File: config.mk
export PLATFORM = sky130hd
export DESIGN_NAME = sync_fifo_ctrl
export DESIGN_NICKNAME = d
export VERILOG_FILES = /design/src/rtl/sync_fifo_ctrl.sv
export SDC_FILE = /design/constraint.sdc
export NUM_CORES = 2
export LEC_CHECK = 0
export BUFFER_PORTS_ARGS = -buffer_cell sky130_fd_sc_hd__buf_2
export CORE_UTILIZATION = 30
export DETAILED_ROUTE_END_ITERATION = 8
export GPL_ROUTABILITY_DRIVEN = 0
export PLACE_DENSITY = 0.44
export SETUP_SLACK_MARGIN = 0.05
export SLEW_MARGIN = 15
export SYNTH_ARGS = -nofsm -noshare
export SYNTH_HDL_FRONTEND = slang
export SYNTH_SLANG_ARGS = --single-unit
File: constraint.sdc
create_clock -name clk -period 4.65 [get_ports clk]
set_clock_uncertainty 0.1 [all_clocks]
set_input_delay 0.465 -clock clk [delete_from_list [all_inputs] [get_ports clk]]
set_output_delay 0.465 -clock clk [all_outputs]
set_load 0.01 [all_outputs]
File: src/rtl/sync_fifo_ctrl.sv
// Single-clock FIFO with registered read port, watermark flags, fill count,
// sticky overflow/underflow flags and synchronous flush.
module sync_fifo_ctrl #(
    parameter int DATA_WIDTH = 64,
    parameter int ADDR_WIDTH = 6,
    parameter int AF_LEVEL   = 60,
    parameter int AE_LEVEL   = 4
) (
    input  logic                  clk,
    input  logic                  rst_n,
    input  logic                  flush,
    input  logic                  wr_en,
    input  logic [DATA_WIDTH-1:0] buf_in,
    input  logic                  rd_en,
    output logic [DATA_WIDTH-1:0] buf_out,
    output logic                  out_valid,
    output logic                  buf_empty,
    output logic                  buf_full,
    output logic                  almost_empty,
    output logic                  almost_full,
    output logic [ADDR_WIDTH:0]   fifo_counter,
    input  logic                  err_clr,
    output logic                  overflow,
    output logic                  underflow
);

    localparam int DEPTH = 2 ** ADDR_WIDTH;
    localparam logic [ADDR_WIDTH:0] CNT_FULL = (ADDR_WIDTH + 1)'(DEPTH);
    localparam logic [ADDR_WIDTH:0] CNT_AF   = (ADDR_WIDTH + 1)'(AF_LEVEL);
    localparam logic [ADDR_WIDTH:0] CNT_AE   = (ADDR_WIDTH + 1)'(AE_LEVEL);
    localparam logic [ADDR_WIDTH:0] CNT_ONE  = (ADDR_WIDTH + 1)'(1);
    localparam logic [ADDR_WIDTH-1:0] PTR_ONE = ADDR_WIDTH'(1);

    logic [DATA_WIDTH-1:0] mem_q [DEPTH];

    logic [ADDR_WIDTH-1:0] wr_ptr_q, wr_ptr_d;
    logic [ADDR_WIDTH-1:0] rd_ptr_q, rd_ptr_d;
    logic [ADDR_WIDTH:0]   count_q, count_d;
    logic [DATA_WIDTH-1:0] buf_out_q, buf_out_d;
    logic                  out_valid_q, out_valid_d;
    logic                  overflow_q, overflow_d;
    logic                  underflow_q, underflow_d;
    logic                  rd_acc, wr_acc;

    // Status is decoded from the registered count only, never from requests.
    assign buf_empty    = (count_q == '0);
    assign buf_full     = (count_q == CNT_FULL);
    assign almost_empty = (count_q <= CNT_AE);
    assign almost_full  = (count_q >= CNT_AF);
    assign fifo_counter = count_q;
    assign buf_out      = buf_out_q;
    assign out_valid    = out_valid_q;
    assign overflow     = overflow_q;
    assign underflow    = underflow_q;

    always_comb begin
        rd_acc      = rd_en & ~buf_empty & ~flush;
        wr_acc      = wr_en & (~buf_full | rd_en) & ~flush;
        wr_ptr_d    = wr_ptr_q;
        rd_ptr_d    = rd_ptr_q;
        count_d     = count_q;
        buf_out_d   = buf_out_q;
        out_valid_d = 1'b0;
        overflow_d  = overflow_q;
        underflow_d = underflow_q;
        if (flush) begin
            wr_ptr_d = '0;
            rd_ptr_d = '0;
            count_d  = '0;
        end else begin
            if (wr_acc) begin
                wr_ptr_d = wr_ptr_q + PTR_ONE;
            end
            if (rd_acc) begin
                rd_ptr_d    = rd_ptr_q + PTR_ONE;
                buf_out_d   = mem_q[rd_ptr_q];
                out_valid_d = 1'b1;
            end
            case ({wr_acc, rd_acc})
                2'b10:   count_d = count_q + CNT_ONE;
                2'b01:   count_d = count_q - CNT_ONE;
                default: count_d = count_q;
            endcase
            if (err_clr) begin
                overflow_d  = 1'b0;
                underflow_d = 1'b0;
            end
            // A new error in the same cycle as err_clr must not be lost.
            if (wr_en & buf_full & ~rd_en) begin
                overflow_d = 1'b1;
            end
            if (rd_en & buf_empty) begin
                underflow_d = 1'b1;
            end
        end
    end

    always_ff @(posedge clk or negedge rst_n) begin
        if (!rst_n) begin
            wr_ptr_q    <= '0;
            rd_ptr_q    <= '0;
            count_q     <= '0;
            buf_out_q   <= '0;
            out_valid_q <= 1'b0;
            overflow_q  <= 1'b0;
            underflow_q <= 1'b0;
        end else begin
            wr_ptr_q    <= wr_ptr_d;
            rd_ptr_q    <= rd_ptr_d;
            count_q     <= count_d;
            buf_out_q   <= buf_out_d;
            out_valid_q <= out_valid_d;
            overflow_q  <= overflow_d;
            underflow_q <= underflow_d;
        end
    end

    // Storage has no reset; when full with a concurrent read and write the
    // read sees the old word at the shared pointer before it is replaced.
    always_ff @(posedge clk) begin
        if (wr_acc) begin
            mem_q[wr_ptr_q] <= buf_in;
        end
    end

endmodule

==> impl_metrics.toml <==
[sta]
setup_viol = 0
rsz0062_at_grt = "false"
hold_viol_final = 0
worst_pin_slew_ps = 1237
layout_setup_ws_ps = 627.6
tns_ps = 0
relSlewSlack_pct = 17.54
period_needed_ps = 4022
fin_crit_sh_pct = 86.50
maxSlewViolCount = 0
fmax_mhz = 248.6

[floorplan]
fp.dieArea_mm2 = 0.5341
die_h_um = 730.8
rows = 267
die_w_um = 730.8
core_mm2 = 0.5288
initial_core_util_pct = 30.13
io_pins = 148

[grt]
grt_max_degree = 82
track_usage_pct = 18.91
gr-total-overflow = 0
grt_pass1_wl_mm = 695.3
antenna_found_initial = 60
grt_pass1_vias = 79608

[synthesis]
synth-seq-area-share_pct = 78.54
ys_warn_count = 0
synth_area_per_cell_um2 = 23.52
syn_area_mm2 = 0.1594
async_reset_ff_share_pct = 2.056
synthCells = 6775
synth-edff-count = 4096
synth_top_area_cell = "edfxtp_1"
synth-seq-cells = 4182
synth_top_area_share_pct = 77.19
post_synth_num_cell_types = 68
synth_area_leaders = "edfxtp_1, mux4_2, dfrtp_1, mux2i_1, nor2_1"
synth_top_flop_cell = "edfxtp_1"
synth_fp_nets = 6849

[setup_path]
end_kind = "flop"
path_class = "reg2reg"
reg2regPathDepth = 6
critPathMaxStageDelay_ps = 740
r2r-end = "mem_q[50][42]"
crit_required_ps = 5180
cp_slowest_cell = "a41oi_1"
cp-startpoint = "fifo_counter[3]"
cp.arrival_ps = 4550
r2r-start = "fifo_counter[3]"
reg2reg_setup_slack_ps = 630
cp_cell_sequence = "nor3_1 -> a41oi_1 -> nor2b_1 -> nand2_1 -> nor2_4 -> buf_4"
critPathLaunchType = "flop"
critPathMaxFanout = 12

[power]
pwr-share-seq_pct = 46.7
sw_frac_of_total_pct = 25.40
switching_power_mw = 23.12
clockPowerShare_pct = 37.6
power_leakage_nw = 56.29
internal_power_mw = 67.92
ir_worst_vdd_mv = 0.3755
p_total_mw = 91.04
power_frac_comb_pct = 15.7
p_per_area_mw_per_mm2 = 489.4

[placement]
hpwlAfterDp_mm = 279.3
pre_cts_slack_ps = 507.7
portBuffers = 147

[hold_path]
min_to = "mem_q[16][31]"
worstHoldStart = "buf_in[31]"
min_delay_path_depth = 1
hold_path_class = "in2reg"

[detailed_routing]
vias = 77500
drc_errors = 0
dr.pass1.iters = 6
viasPerCell = 5.255
routedWlPerCell_um = 34.72
drtIter0Drc = 8516
routed_wl_mm = 512.1
ant_nets = 0

[layout]
area_delta_synth_final_pct = 16.74
utilization_pct = 35.18
fin_nets = 7432
drive_above_1_share_pct = 30.18

[cts]
cts_tree = "built"
cts_buffer_depth = 4
htreeDepth = 5
numCtsBuffers = 446
path_clk_slew_ps = 60
clock-sinks = 4182
ctsResizeCount = 0
clock_latency_ps = 1010
root_buffer = "clkbuf_16"

[status]
status = "finished, final reports clean"

[job]
max_cap_viol_count = 0
==> state kept, by name, indices dropped and copies added (netlist names) <==
signal	flops
overflow	1
underflow	1
buf_out	64
mem_q	4096
out_valid	1
wr_ptr_q	6
rd_ptr_q	6
fifo_counter	7
==> power by group through the flow <==
| stage | clock [mW] | sequential [mW] | combinational, mW |
|---|---|---|---|
| 3_3_place_gp | 0 | 43.4 | 14.7 |
| 2_1_floorplan | 0 | 42.9 | 10.2 |
| 5_1_grt | 36.3 | 42.5 | 15.4 |
| 3_5_place_dp | 0 | 43.4 | 14.7 |
| 4_1_cts | 35.0 | 42.6 | 14.7 |
| 6_report | 34.2 | 42.5 | 14.3 |
==> worst max-delay path by stage <==
| stage | end | slack, ps |
|---|---|---|
| 5_1_grt | mem_q[50][16] | 470 |
| 4_1_cts | mem_q[50][42] | 680 |
| 6_report | mem_q[50][42] | 630 |
| 3_3_place_gp | mem_q[50][53] | 460 |
| 3_5_place_dp | mem_q[50][42] | 510 |
| 2_1_floorplan | mem_q[62][0] | -420 |
==> synthesized netlist by cell type, types with 5 or more instances <==
| master | number |
|---|---|
| a211o_1 | 12 |
| buf_4 | 50 |
| buf_1 | 41 |
| a22o_1 | 14 |
| nor2_1 | 189 |
| clkbuf_1 | 139 |
| a221oi_1 | 41 |
| a211oi_1 | 33 |
| nand3_1 | 36 |
| mux2i_1 | 107 |
| inv_1 | 5 |
| buf_6 | 32 |
| a21oi_1 | 67 |
| o221ai_1 | 28 |
| or3_1 | 6 |
| dfrtp_1 | 86 |
| mux2_2 | 52 |
| and2_1 | 36 |
| edfxtp_1 | 4096 |
| nand4_1 | 15 |
| buf_2 | 111 |
| o2bb2ai_1 | 6 |
| nor2b_1 | 11 |
| nor4_1 | 35 |
| o22ai_1 | 49 |
| o21ai_0 | 46 |
| and3_1 | 6 |
| nor3_1 | 39 |
| a31oi_1 | 5 |
| mux4_2 | 1115 |
| nand2_1 | 129 |
| a22oi_1 | 56 |
| nand2b_1 | 8 |
| xnor2_1 | 7 |
==> per-stage QoR <==
step	hold slack, ps	cells	instance area (um^2)
2_1_floorplan	69.41	6775	159400
3_3_place_gp	432.8	13846	171300
3_5_place_dp	442.5	13847	171300
4_1_cts	1.242	14692	185400
5_1_grt	102.7	14739	186000
6_report	81.47	14749	186000
==> cell families after synthesis <==
family,synth area share (%)
AO/OA/AOI/OAI,1.760
XOR/XNOR,0.06046
adder cells (fa/ha/maj),0.03141
buffers and inverters,1.284
flip-flops,78.54
multiplexers,16.80
AND/OR/NAND/NOR,1.530
==> layout make-up <==
type,count,area (um^2)
timing repair buffer,511,5369
inverter,9,51.30
sequential,4182,125200
clock inverter,252,1991
antenna,14,35.03
clock buffer,579,11950
multi-input combinational,2208,32720
tap,6994,8751
fill,48566,342800
==> metal layers <==
layer	share of wire (%)	track usage (%)	up-vias	wire, um
met4	2.4	4.305	18	12380
met3	6.2	3.039	635	31750
met2	49	31.62	2732	250800
li1	-	-	30358	-
met5	0.020	0	-	103
met1	42	25.97	43757	217100
==> critical path, delay by kind of cell (launching register included) <==
kind / cells / cell delay (ps)
compound gates: 1 / 740
buf+inv: 1 / 420
flops: 1 / 580
simple gates: 4 / 1740
==> placed cells by master, fill, tap and decap left out, types with 28 or more instances in the layout <==
cell and count:
nor3_1 39, and2_1 35, dfrtp_1 80, o221ai_1 28
nand3_1 35, a221oi_1 41, clkinv_2 76, o22ai_1 49
nor4_1 35, edfxtp_1 4096, buf_12 132, a211oi_1 33
buf_4 217, clkinv_1 110, nand2_1 129, mux2_2 52
a21oi_1 67, mux2i_1 107, buf_2 109, mux4_2 1115
o21ai_0 46, clkbuf_16 450, a22oi_1 56, nor2_4 65
nor2_1 124, clkbuf_1 109, dlygate4sd3_1 51
==> what timing repair did <==
item	4_1_cts	5_1_grt
hold buffers	14	38
setup buffers	0	0
endpoints found under the hold margin	385	2266
endpoints found under the setup margin	0	0
Power figures use the tool's default switching activity.
